<file path="config.mk">
export PLATFORM = sky130hd
export DESIGN_NAME = keystream_pixel_mixer
export DESIGN_NICKNAME = d
export VERILOG_FILES = /design/src/rtl/scrambler_pkg.sv /design/src/rtl/keystream_fifo.sv /design/src/rtl/keystream_pixel_mixer.sv
export SDC_FILE = /design/constraint.sdc
export NUM_CORES = 1
export LEC_CHECK = 0
export ABC_CLOCK_PERIOD_IN_PS = 4100
export BUFFER_PORTS_ARGS = -buffer_cell sky130_fd_sc_hd__buf_4
export CELL_PAD_IN_SITES_DETAIL_PLACEMENT = 1
export CELL_PAD_IN_SITES_GLOBAL_PLACEMENT = 2
export CORE_MARGIN = 10
export CORE_UTILIZATION = 30
export DETAILED_ROUTE_END_ITERATION = 12
export HOLD_SLACK_MARGIN = 0.06
export PLACE_DENSITY = 0.7
export SLEW_MARGIN = 10
export SYNTH_ARGS = -nofsm -noshare
export SYNTH_HDL_FRONTEND = slang
export SYNTH_SLANG_ARGS = --single-unit
</file>
<file path="constraint.sdc">
create_clock -name clk -period 4.1 [get_ports clk]
set_clock_uncertainty 0.2 [all_clocks]
set_input_delay 0.41 -clock clk [delete_from_list [all_inputs] [get_ports clk]]
set_output_delay 0.41 -clock clk [all_outputs]
set_load 0.005 [all_outputs]
</file>
<file path="src/rtl/scrambler_pkg.sv">
// Shared defaults for the keystream scrambler datapath.
package scrambler_pkg;
    localparam int KEY_W      = 8;
    localparam int PIX_W      = 24;
    localparam int FIFO_DEPTH = 16;
    localparam int CNT_W      = 16;
endpackage : scrambler_pkg

</file>
<file path="src/rtl/keystream_fifo.sv">
// Synchronous keystream FIFO with push/pop/flush; flush wins over push and pop.
module keystream_fifo
    import scrambler_pkg::*;
#(
    parameter int W     = KEY_W,
    parameter int DEPTH = FIFO_DEPTH
) (
    input  logic         clk,
    input  logic         reset_n,
    input  logic         push,
    input  logic         pop,
    input  logic         flush,
    input  logic [W-1:0] wdata,
    output logic [W-1:0] rdata,
    output logic         full,
    output logic         empty
);
    localparam int AW = $clog2(DEPTH);
    localparam int CW = AW + 1;

    logic [W-1:0]  mem [DEPTH];
    logic [AW-1:0] wr_ptr;
    logic [AW-1:0] rd_ptr;
    logic [CW-1:0] count;
    logic          push_ok;
    logic          pop_ok;

    assign full  = (count == CW'(DEPTH));
    assign empty = (count == '0);
    assign rdata = mem[rd_ptr];

    // A pop frees the slot a same-cycle push needs, so push is allowed when full if popping.
    assign pop_ok  = pop && !empty && !flush;
    assign push_ok = push && (!full || pop_ok) && !flush;

    // Storage write; no reset needed because count/empty guard every read.
    // NOTE: the memory array is deliberately left out of the reset -- resetting it
    // would turn the RAM into a wide bank of resettable flops for no functional gain.
    always_ff @(posedge clk) begin
        if (push_ok) begin
            mem[wr_ptr] <= wdata;
        end
    end

    // Pointer and occupancy bookkeeping; pointers wrap naturally since DEPTH is a power of 2.
    // NOTE: sequential state uses non-blocking (<=) so every flop samples pre-edge values.
    always_ff @(posedge clk or negedge reset_n) begin
        if (!reset_n) begin
            wr_ptr <= '0;
            rd_ptr <= '0;
            count  <= '0;
        end else if (flush) begin
            wr_ptr <= '0;
            rd_ptr <= '0;
            count  <= '0;
        end else begin
            if (push_ok) wr_ptr <= wr_ptr + AW'(1);
            if (pop_ok)  rd_ptr <= rd_ptr + AW'(1);
            case ({push_ok, pop_ok})
                2'b10:   count <= count + CW'(1);
                2'b01:   count <= count - CW'(1);
                default: count <= count;
            endcase
        end
    end
endmodule : keystream_fifo

</file>
<file path="src/rtl/keystream_pixel_mixer.sv">
// XORs active pixels with buffered keystream bytes; 2-clk pipeline, vsync-aligned flush.
module keystream_pixel_mixer
    import scrambler_pkg::*;
#(
    parameter int PIX_W_P      = PIX_W,
    parameter int KEY_W_P      = KEY_W,
    parameter int FIFO_DEPTH_P = FIFO_DEPTH,
    parameter int CNT_W_P      = CNT_W
) (
    input  logic               clk,
    input  logic               reset_n,
    input  logic               enable,
    input  logic [KEY_W_P-1:0] ks_data,
    input  logic               ks_valid,
    output logic               ks_ready,
    input  logic [PIX_W_P-1:0] pix_in,
    input  logic               pix_de,
    input  logic               pix_hs,
    input  logic               pix_vs,
    output logic [PIX_W_P-1:0] pix_out,
    output logic               out_de,
    output logic               out_hs,
    output logic               out_vs,
    input  logic               clr_status,
    output logic               underflow_sticky,
    output logic [CNT_W_P-1:0] underflow_cnt
);
    localparam int NCH = PIX_W_P / KEY_W_P;

    logic               vs_prev;
    logic               vs_rise;
    logic               fifo_full;
    logic               fifo_empty;
    logic [KEY_W_P-1:0] fifo_head;
    logic               want_key;
    logic               pop;
    logic               underflow;
    logic [KEY_W_P-1:0] key;

    logic [PIX_W_P-1:0] s1_pix;
    logic [KEY_W_P-1:0] s1_key;
    logic               s1_de;
    logic               s1_hs;
    logic               s1_vs;

    assign vs_rise   = pix_vs && !vs_prev;
    assign want_key  = pix_de && enable && !vs_rise;
    assign pop       = want_key && !fifo_empty;
    assign underflow = want_key && fifo_empty;
    assign key       = pop ? fifo_head : '0;
    assign ks_ready  = !fifo_full;

    keystream_fifo #(
        .W     (KEY_W_P),
        .DEPTH (FIFO_DEPTH_P)
    ) u_fifo (
        .clk     (clk),
        .reset_n (reset_n),
        .push    (ks_valid),
        .pop     (pop),
        .flush   (vs_rise),
        .wdata   (ks_data),
        .rdata   (fifo_head),
        .full    (fifo_full),
        .empty   (fifo_empty)
    );

    // Previous vsync level for rising-edge detection.
    always_ff @(posedge clk or negedge reset_n) begin
        if (!reset_n) vs_prev <= 1'b0;
        else          vs_prev <= pix_vs;
    end

    // Stage 1: capture pixel, syncs and the key chosen for this pixel.
    always_ff @(posedge clk or negedge reset_n) begin
        if (!reset_n) begin
            s1_pix <= '0;
            s1_key <= '0;
            s1_de  <= 1'b0;
            s1_hs  <= 1'b0;
            s1_vs  <= 1'b0;
        end else begin
            s1_pix <= pix_in;
            s1_key <= key;
            s1_de  <= pix_de;
            s1_hs  <= pix_hs;
            s1_vs  <= pix_vs;
        end
    end

    // Stage 2: apply the key to every channel and forward the syncs.
    always_ff @(posedge clk or negedge reset_n) begin
        if (!reset_n) begin
            pix_out <= '0;
            out_de  <= 1'b0;
            out_hs  <= 1'b0;
            out_vs  <= 1'b0;
        end else begin
            pix_out <= s1_pix ^ {NCH{s1_key}};
            out_de  <= s1_de;
            out_hs  <= s1_hs;
            out_vs  <= s1_vs;
        end
    end

    // Underflow status; a clear beats a coincident underflow, count saturates.
    always_ff @(posedge clk or negedge reset_n) begin
        if (!reset_n) begin
            underflow_sticky <= 1'b0;
            underflow_cnt    <= '0;
        end else if (clr_status) begin
            underflow_sticky <= 1'b0;
            underflow_cnt    <= '0;
        end else if (underflow) begin
            underflow_sticky <= 1'b1;
            if (underflow_cnt != '1) underflow_cnt <= underflow_cnt + CNT_W_P'(1);
        end
    end
endmodule : keystream_pixel_mixer
</file>
==> results of run 1 <==
[worst register-to-register path: cells and delay by family (launching register included)]
family | cells | cell delay, ns
AO/OA/AOI/OAI | 3 | 0.87
AND/OR/NAND/NOR | 3 | 0.74
adder cells (fa/ha/maj) | 2 | 0.56
flip-flops | 1 | 0.48
XOR/XNOR | 2 | 0.37
buffers and inverters | 1 | 0.15
[per-layer routing]
metal	wire length, um	up-vias
li1	-	2177
met1	8261	2493
met2	10330	121
met3	1400	25
met4	320	0
met5	0	-
[per-stage QoR]
| stage | cells | hold WS (ns) | setup WS (ns) | instance area, um^2 |
|---|---|---|---|---|
| CTS | 1043 | 0.07515 | 0.5969 | 10810 |
| global placement | 962 | 0.1368 | 0.7359 | 9617 |
| finish | 1043 | 0.07990 | 0.6266 | 10810 |
| floorplan | 501 | -0.08559 | 0.7771 | 8459 |
| detailed placement | 962 | 0.1363 | 0.6308 | 9617 |
| global route | 1043 | 0.1056 | 0.2781 | 10810 |
[power groups by stage]
stage	Sequential [uW]	Clock [uW]	Combinational, uW
4_1_cts	2730	2230	1000
5_1_grt	2760	2330	1090
3_5_place_dp	2780	0	966
3_3_place_gp	2760	0	942
2_1_floorplan	2670	0	684
6_report	2730	2180	980
[registers in the layout, summed over array words and instances, names as in the netlist, 4 cells and up]
signal / flops
s1_key: 8
s1_pix: 24
u_fifo.rd_ptr: 4
u_fifo.mem: 128
underflow_cnt: 16
u_fifo.wr_ptr: 4
u_fifo.count: 5
pix_out: 24
[cells in the final DEF (no fill, tap or decap), drive strengths merged, types with 3 or more instances in the layout]
cell         instances
inv                 10
nor2b                4
nand4                6
mux4                32
ha                  10
a21oi               19
clkbuf              31
nor4                 3
and3                 5
clkinv               8
dlygate4sd3         37
and2                 3
and4                 3
edfxtp             128
xnor2                4
clkinvlp             3
nor2                42
nand2               15
a22oi               17
or3                  7
dfrtp               92
o21ai                8
buf                103
xor2                38
nand3               12
[final timing paths]
kind | from | to | slack (ns) | cells past startpoint
setup / recovery | u_fifo.count[1] | u_fifo.count[4] | 0.63 | 11
hold / removal | ks_valid | u_fifo.wr_ptr[1] | 0.08 | 4
setup reg to reg | u_fifo.count[1] | u_fifo.count[4] | 0.63 | 11
hold reg to reg | s1_de | out_de | 0.15 | 0
max in group asynchronous | reset_n | s1_pix[3] | 2.49 | 3
min in group asynchronous | reset_n | pix_out[3] | 0.34 | 2
[cell type report]
type | instances | area [um^2] | area share [%]
flip-flops and latches | 220 | 6148 | 56.87
well taps | 378 | 473.0 | 4.375
inverters | 9 | 33.78 | 0.3125
clock inverters | 13 | 112.6 | 1.042
multi-input cells | 252 | 2188 | 20.24
repair buffers | 140 | 1144 | 10.58
clock buffers | 31 | 710.7 | 6.574
[logic make-up after synthesis]
family	share of synthesized area, %
AOI/OAI and AO/OA	4.082
xor gates and xnor gates	4.348
adders and majority gates	1.479
buffers and inverters	1.479
DFF	72.65
muxes	8.756
and+or+nand+nor	7.203
==> metrics, run 1 <==
outcome finished, final reports clean; overall fraction of global-route tracks in use 11.34%; drt pass-1 iters 4; delay of the slowest critical-path stage 0.61 ns; Syn Nets 551; clk sink count 220; post-cts repair resize count 0; Seq/Total Area, Yosys just over 70%; Clock transition at path regs approximately 0.060 ns; DRT iter0 DRCs between 200 and 250; total CTS buffers 24; Worst-Skew Late Latency roughly 0.52 ns; Post-CTS Repair Setup Buffers 0; met2 Use GR between 20% and 30%; Lkg Pwr just over 0.004 uW; Hold Vio Cnt, Final 0; Pins Over Slew Limit 0; YS warnings 0; Die Ht around 190 um; Worst-Margin Slew 1.144 ns; Slew HR between 20% and 30%; FMAX between 200 and 300 MHz; row count slightly above 60; Min-Delay Path Class input pin to flip-flop; Post-Syn Area ~8500 um^2; Startpoint Class flip-flop; Tmin final between 3 and 4 ns; Area Growth Syn to Fin 27.79%; count leader, synth edfxtp_1; most instantiated cells after synthesis edfxtp_1, dfrtp_1, nor2_1; CP max-delay cell or4_4; TritonCTS clock tree yes; #FFs+latches synth 220; Max clock buf depth 3; Max VDD drop about 0.00024 V; WL per Instance a little under 20 um; first-pass GRT wire length 32050 um; Cells after Synth ~500; max cap viols 0; FILL cells around 2800; global-route met1 utilization 13.49%; final core utilization 38.91%; htree depth 1; share of layout cells above drive strength 1 between 20 and 30%; vias in the first global route between 5000 and 6000; busiest grt layer met2; Congestion Overflow GR 0; vias around 4800; Initial Utilization a little under a third; Final nets ~700; WS Path Type flip-flop to flip-flop; # hold bufs at CTS 37; Seq pwr share a little under half; Primary FF master, synth edfxtp_1; Sw Ratio about a quarter; initial antenna violation count 0; GP Congestion around 0.75; hpwl dp about 13000 um; # IOs 85; die width approximately 190 um; Avg Inst Size Synth about 17 um^2; DRT Wirelength approximately 20000 um; clock root buffer clkbuf_16; DIE AREA approximately 35000 um^2; # diodes 0; core area roughly 28000 um^2; Synth cell types between 40 and 50; most area-hungry cell type in the Yosys netlist edfxtp_1; largest net degree at the start of global routing 67; GRT met3 Usage under 10%; P_int roughly 4400 uW; crit path cell chain or4_4, o21ai_0, inv_1, ha_1, xor2_1, ha_1, o21ai_0, nor3b_1, o41ai_1, xnor2_1, nor2_1; DRC Markers 0; ys async rst share between 40% and 50%; crit path max fanout 9; Routed Antenna Nets 0; Top Family by Delay on Critical Path compound AO/OA/AOI/OAI gates; EDFF count, synth between 100 and 150; vias per cell approximately 4.6; Critical Path RT roughly 4.3 ns; crit path buf inv count 1; share of the synthesized area in the top cell type between 40% and 50%; endpoints failing setup 0; final setup TNS 0 ns; CP arrival between 3 and 4 ns; Final period util 84.72%; clock share of power 37.0%; RSZ-0062 raised after global routing no; synth top area cells edfxtp_1, dfrtp_1, mux4_2, xor2_1, nor2_1; CP endpoint kind flip-flop; Pwr Total between 5000 and 6000 uW; PD cells between 500 and 600 nW/um^2; Port Buffer Count 84; Logic pwr share between 10% and 20%; switching power about 1500 uW
(Power assumes the default switching activity.)
==> run 2: changes to the inputs <==
--- a/config.mk
+++ b/config.mk
@@ -5,7 +5,7 @@
 export SDC_FILE = /design/constraint.sdc
 export NUM_CORES = 1
 export LEC_CHECK = 0
-export ABC_CLOCK_PERIOD_IN_PS = 4100
+export ABC_CLOCK_PERIOD_IN_PS = 3100
 export BUFFER_PORTS_ARGS = -buffer_cell sky130_fd_sc_hd__buf_4
 export CELL_PAD_IN_SITES_DETAIL_PLACEMENT = 1
 export CELL_PAD_IN_SITES_GLOBAL_PLACEMENT = 2
@@ -13,7 +13,7 @@
 export CORE_UTILIZATION = 30
 export DETAILED_ROUTE_END_ITERATION = 12
 export HOLD_SLACK_MARGIN = 0.06
-export PLACE_DENSITY = 0.7
+export PLACE_DENSITY = 0.72
 export SLEW_MARGIN = 10
 export SYNTH_ARGS = -nofsm -noshare
 export SYNTH_HDL_FRONTEND = slang
==> constraint.sdc (replaced) <==
create_clock -name clk -period 3.1 [get_ports clk]
set_clock_uncertainty 0.2 [all_clocks]
set_input_delay 0.31 -clock clk [delete_from_list [all_inputs] [get_ports clk]]
set_output_delay 0.31 -clock clk [all_outputs]
set_load 0.005 [all_outputs]
==> metrics, run 2 (synthesized netlist as in run 1, its figures left out) <==
Top Family by Delay on Critical Path simple AND/OR/NAND/NOR gates; WL per Instance 18.29 um (-6.1%); Largest Register u_fifo.mem; DIE AREA 35310 um^2 (unchanged); FMAX 337.0 MHz (+17%); top flop regs u_fifo.mem (128), pix_out (24), s1_pix (24); Post-CTS Repair Setup Buffers 0 (unchanged); initial antenna violation count 0 (unchanged); htree depth 1 (unchanged); most frequent cells in the layout edfxtp_1, buf_4, dfrtp_1, nor2_1, dlygate4sd3_1; WS Path Type flip-flop to flip-flop; Area Growth Syn to Fin 29.24%; max reg flops 128 (unchanged); Max VDD drop 0.0002715 V (+11%); # diodes 0 (unchanged); row count 61 (unchanged); Initial Utilization 30.45% (unchanged); hpwl dp 12650 um (-1.2%); Hold Vio Cnt, Final 0 (unchanged); Final period util 95.73% (+11 points); Congestion Overflow GR 0 (unchanged); total CTS buffers 24 (unchanged); Routed Antenna Nets 0 (unchanged); Die Ht 187.9 um (unchanged); crit path cell chain or4_4, o21ai_4, inv_2, ha_2, xor2_1, ha_1, o21ai_1, nor3b_1, o41ai_2, xnor2_1, nor2_1; DRC Markers 0 (unchanged); crit path max fanout 5 (-4); # IOs 85 (unchanged); first-pass GRT wire length 30810 um (-3.9%); CP max-delay cell or4_4; crit path buf inv count 1 (unchanged); Clock transition at path regs 0.06 ns (about the same); Worst-Skew Late Latency 0.52 ns (about the same); overall fraction of global-route tracks in use 10.73% (-0.61 points); Port Buffer Count 84 (unchanged); CP endpoint kind flip-flop; Critical Path RT 3.30 ns (-1.00 ns); Startpoint Class flip-flop; final setup TNS 0 ns (unchanged); commonest non-fill, non-tap cell in the layout edfxtp_1; outcome finished, final reports clean; CP arrival 3.17 ns (-0.51 ns); clk sink count 220 (unchanged); Min-Delay Path Class input pin to async pin; DRT Wirelength 19290 um (-5.0%); vias in the first global route 5388 (-3.3%); RSZ-0062 raised after global routing no; endpoints failing setup 0 (unchanged); core area 27780 um^2 (unchanged); drt pass-1 iters 4 (unchanged); clock root buffer clkbuf_16; DRT iter0 DRCs 269 (+11%); Setup WS pre-CTS -0.03089 ns (-0.6617 ns); delay of the slowest critical-path stage 0.55 ns (-0.06 ns); vias 4790 (-0.54%); largest net degree at the start of global routing 49 (-27%); TritonCTS clock tree yes; die width 187.9 um (unchanged); vias per cell 4.540 (-1.7%); Pins Over Slew Limit 0 (unchanged); Worst-Margin Slew 0.7735 ns (-0.3702 ns); Slew HR 48.33% (+25 points); Setup WS post-layout 0.1322 ns (-0.4944 ns); max cap viols 0 (unchanged); Min Hold Slack 0.1435 ns (+0.06362 ns); PD cells 712.7 nW/um^2 (+31%); Tmin final 2.968 ns (-0.5056 ns); GP Congestion 0.7503 (+0.13%); Max clock buf depth 3 (unchanged); Final nets 709 (+1.7%); share of layout cells above drive strength 1 28.95% (+1.4 points); Lkg Pwr 0.004198 uW (+1.4%)
run 2: cell types whose count changed in the layout (fill, tap and decap cells not counted), moves of 2 or more:
cell,delta
buf_12,+3
clkbuf_16,-3
dlygate4sd3_1,+2
o21ai_0,-2
clkbuf_1,+5
clkinvlp_4,-3
clkinv_2,+2
buf_4,+7
run 2: path summary, 6_finish.rpt:
check	startpoint	to	slack, ns	depth (start not counted)
min in group clk	s1_de	out_de	0.15	0
worst min register to register	s1_de	out_de	0.15	0
max in group asynchronous	reset_n	pix_out[9]	1.70	3
worst max-delay path	u_fifo.count[3]	u_fifo.count[4]	0.13	11
worst max register to register	u_fifo.count[3]	u_fifo.count[4]	0.13	11
worst min-delay path	reset_n	s1_pix[18]	0.14	3
run 2: worst register-to-register path: cells and delay by family (launching register included):
kind            cells  cell delay, ns
flops               1            0.44
xor+xnor            2            0.32
simple gates        3            0.70
fa+ha+maj           2            0.44
buf+inv             1            0.08
compound gates      3            0.67
run 2: final cells by class:
type                       instances  area (um^2)
sequential                       220         6150
clock buffer                      33        654.4
clock inverter                    11        117.6
timing repair buffer             152         1276
fill                            2845        16850
multi-input combinational        252         2228
inverter                           9        33.78
tap                              378        473.0
run 2: routing by layer:
metal / share of wire, % / GRT usage (%) / wire length (um)
met1: 43 / 13.10 / 8309
met2: 51 / 18.82 / 9882
met3: 3.8 / 1.837 / 738
met4: 1.9 / 3.508 / 360
met5: 0 / 0 / 0
run 2: where the power goes:
group	total (uW)	switching, uW	internal [uW]
sequential	3540	172	3360
combinational	1490	729	766
clock	2760	1110	1650
run 2: repair_timing:
action,CTS,global route
resized for setup,1,8
endpoints found under the setup margin,1,2
cloned,0,0
hold endpoints to repair,265,0
hold buffers,39,0
pin swaps,0,0
run 2: stage by stage:
step | util (%) | power, uW | instances | area [um^2]
2_1_floorplan | - | 4446 | 501 | 8466
3_3_place_gp | 35.03 | 4972 | 972 | 9732
3_5_place_dp | 35.03 | 5038 | 972 | 9732
4_1_cts | 39.24 | 7874 | 1055 | 10900
5_1_grt | 39.35 | 8203 | 1055 | 10930
6_report | 39.35 | 7792 | 1055 | 10930
==> run 3: changes to the inputs <==
--- a/config.mk
+++ b/config.mk
@@ -8,12 +8,13 @@
 export ABC_CLOCK_PERIOD_IN_PS = 3100
 export BUFFER_PORTS_ARGS = -buffer_cell sky130_fd_sc_hd__buf_4
 export CELL_PAD_IN_SITES_DETAIL_PLACEMENT = 1
-export CELL_PAD_IN_SITES_GLOBAL_PLACEMENT = 2
+export CELL_PAD_IN_SITES_GLOBAL_PLACEMENT = 1
 export CORE_MARGIN = 10
 export CORE_UTILIZATION = 30
 export DETAILED_ROUTE_END_ITERATION = 12
 export HOLD_SLACK_MARGIN = 0.06
-export PLACE_DENSITY = 0.72
+export PLACE_DENSITY_LB_ADDON = 0.1
+export SETUP_SLACK_MARGIN = 0.3
 export SLEW_MARGIN = 10
 export SYNTH_ARGS = -nofsm -noshare
 export SYNTH_HDL_FRONTEND = slang
==> metrics, run 3 (synthesized netlist as in run 1, its figures left out) <==
Final nets 716 (+0.99%); Initial Utilization 30.45% (unchanged); crit path buf inv count 1 (unchanged); Top Family by Delay on Critical Path compound AO/OA/AOI/OAI gates; Hold Vio Cnt, Final 0 (unchanged); clk sink count 220 (unchanged); initial antenna violation count 0 (unchanged); Max VDD drop 0.0003763 V (+39%); Min-Delay Path Class flip-flop to flip-flop; switching power 2114 uW (+5.0%); Max clock buf depth 3 (unchanged); Seq pwr share 43.7% (-1.7 points); core area 27780 um^2 (unchanged); RSZ-0062 raised after global routing yes; TritonCTS clock tree yes; Tmin final 2.805 ns (-0.1626 ns); final setup TNS 0 ns (unchanged); Min Hold Slack 0.1480 ns (+0.004478 ns); Worst Reg2Reg Path Length in Cells 11 (unchanged); dpl cells 969 (-0.31%); commonest non-fill, non-tap cell in the layout edfxtp_1; vias in the first global route 5527 (+2.6%); clock share of power 37.0% (+1.6 points); WL per Instance 19.44 um (+6.3%); crit path cell chain or4_4, o21ai_4, inv_2, ha_4, xor2_1, ha_2, a211o_2, a21oi_2, o41ai_2, xnor2_1, nor2_1; CP endpoint kind flip-flop; max reg flops 128 (unchanged); overall fraction of global-route tracks in use 11.70% (+0.96 points); die width 187.9 um (unchanged); WS Path Type flip-flop to flip-flop; crit path max fanout 5 (unchanged); placed instance area 9737 um^2 (about the same); vias per cell 4.592 (+1.1%); clock root buffer clkbuf_16; number of cells on the critical path 11 (unchanged); drt pass-1 iters 4 (unchanged); total CTS buffers 26 (+8.3%); Hold Crit Depth 0; outcome finished, final reports clean; Pins Over Slew Limit 0 (unchanged); Worst-Margin Slew 1.030 ns (+0.2564 ns); DRC Markers 0 (unchanged); GP Congestion 0.7247 (-3.4%); vias 4886 (+2.0%); Logic pwr share 19.3% (about the same); fin area 11040 um^2 (+1.0%); Startpoint Class flip-flop; # IOs 85 (unchanged); non-filler cells, final 1064 (+0.85%); row count 61 (unchanged); Slew HR 31.20% (-17 points); CP max-delay cell or4_4; P_int 5935 uW (+2.7%); DIE AREA 35310 um^2 (unchanged); first-pass GRT wire length 33180 um (+7.7%); hpwl dp 12950 um (+2.4%); Critical Path RT 3.31 ns (about the same); htree depth 1 (unchanged); Congestion Overflow GR 0 (unchanged); # diodes 0 (unchanged); Pwr Total 8049 uW (+3.3%); FMAX 356.5 MHz (+5.8%); Final period util 90.49% (-5.2 points); share of layout cells above drive strength 1 30.47% (+1.5 points); Worst-Skew Late Latency 0.53 ns (about the same); Die Ht 187.9 um (unchanged); max cap viols 0 (unchanged); Routed Antenna Nets 0 (unchanged); most frequent cells in the layout edfxtp_1, buf_4, dfrtp_1, nor2_1; Largest Register u_fifo.mem; PD cells 728.9 nW/um^2 (+2.3%); delay of the slowest critical-path stage 0.58 ns (+0.03 ns); Port Buffer Count 84 (unchanged); top flop regs u_fifo.mem (128), pix_out (24), s1_pix (24); Clock transition at path regs 0.06 ns (about the same); DRT Wirelength 20680 um (+7.2%); DRT iter0 DRCs 189 (-30%); CP arrival 3.02 ns (-0.15 ns); Area Growth Syn to Fin 30.54%; Lkg Pwr 0.004256 uW (+1.4%); Sw Ratio 26.26% (+0.42 points); largest net degree at the start of global routing 74 (+51%); endpoints failing setup 0 (unchanged)
==> run 3: cell types whose count changed in the layout (fill, tap and decap cells not counted), moves of 2 or more <==
cell	delta
buf_4	+8
clkbuf_16	+4
clkbuf_8	+4
buf_12	-2
bufinv_16	-2
clkbuf_1	+2
clkinv_2	-2
ha_1	-2
==> run 3: what timing repair did <==
action | CTS | global route
setup buffers | 7 | 2
endpoints found under the hold margin | 245 | 0
resized for setup | 1 | 2
pin swaps | 7 | 4
hold buffers | 38 | 0
setup endpoints to repair | 2 | 3
==> run 3: worst paths after layout <==
check | slack, ns | from | endpoint
max | 0.29 | u_fifo.count[1] | u_fifo.count[4]
min | 0.15 | s1_de | out_de
max reg2reg | 0.29 | u_fifo.count[1] | u_fifo.count[4]
min reg2reg | 0.15 | s1_de | out_de
max in group asynchronous | 1.54 | reset_n | pix_out[2]
min in group asynchronous | 0.31 | reset_n | underflow_cnt[14]
==> run 3: power groups by stage <==
stage	registers (uW)	clock network, uW	logic [uW]
after floorplan	3550	0	941
after global placement	3560	0	1480
after detailed placement	3580	0	1510
after CTS	3520	3070	1600
after global routing	3540	3210	1730
final	3510	2980	1560
==> run 3: routing by layer <==
metal | up-vias | global-route usage (%) | wire (um)
met5 | - | 0 | 0
met4 | 0 | 2.677 | 287
met3 | 28 | 2.505 | 1010
met2 | 97 | 19.05 | 9930
met1 | 2543 | 15.63 | 9453
li1 | 2218 | - | -
==> run 3: through the flow <==
stage	setup WS (ns)	utilization, %
2_1_floorplan	0.1670	-
3_3_place_gp	0.1511	35.05
3_5_place_dp	0.1225	35.05
4_1_cts	0.2804	39.68
5_1_grt	0.1200	39.75
6_report	0.2948	39.75
==> run 3: layout make-up <==
class / count / area, um^2
multi-input combinational: 252 / 2248
clock inverter: 5 / 35.03
timing repair buffer: 157 / 1286
fill: 2864 / 16740
tap: 378 / 473.0
sequential: 220 / 6150
clock buffer: 43 / 817.0
inverter: 9 / 33.78
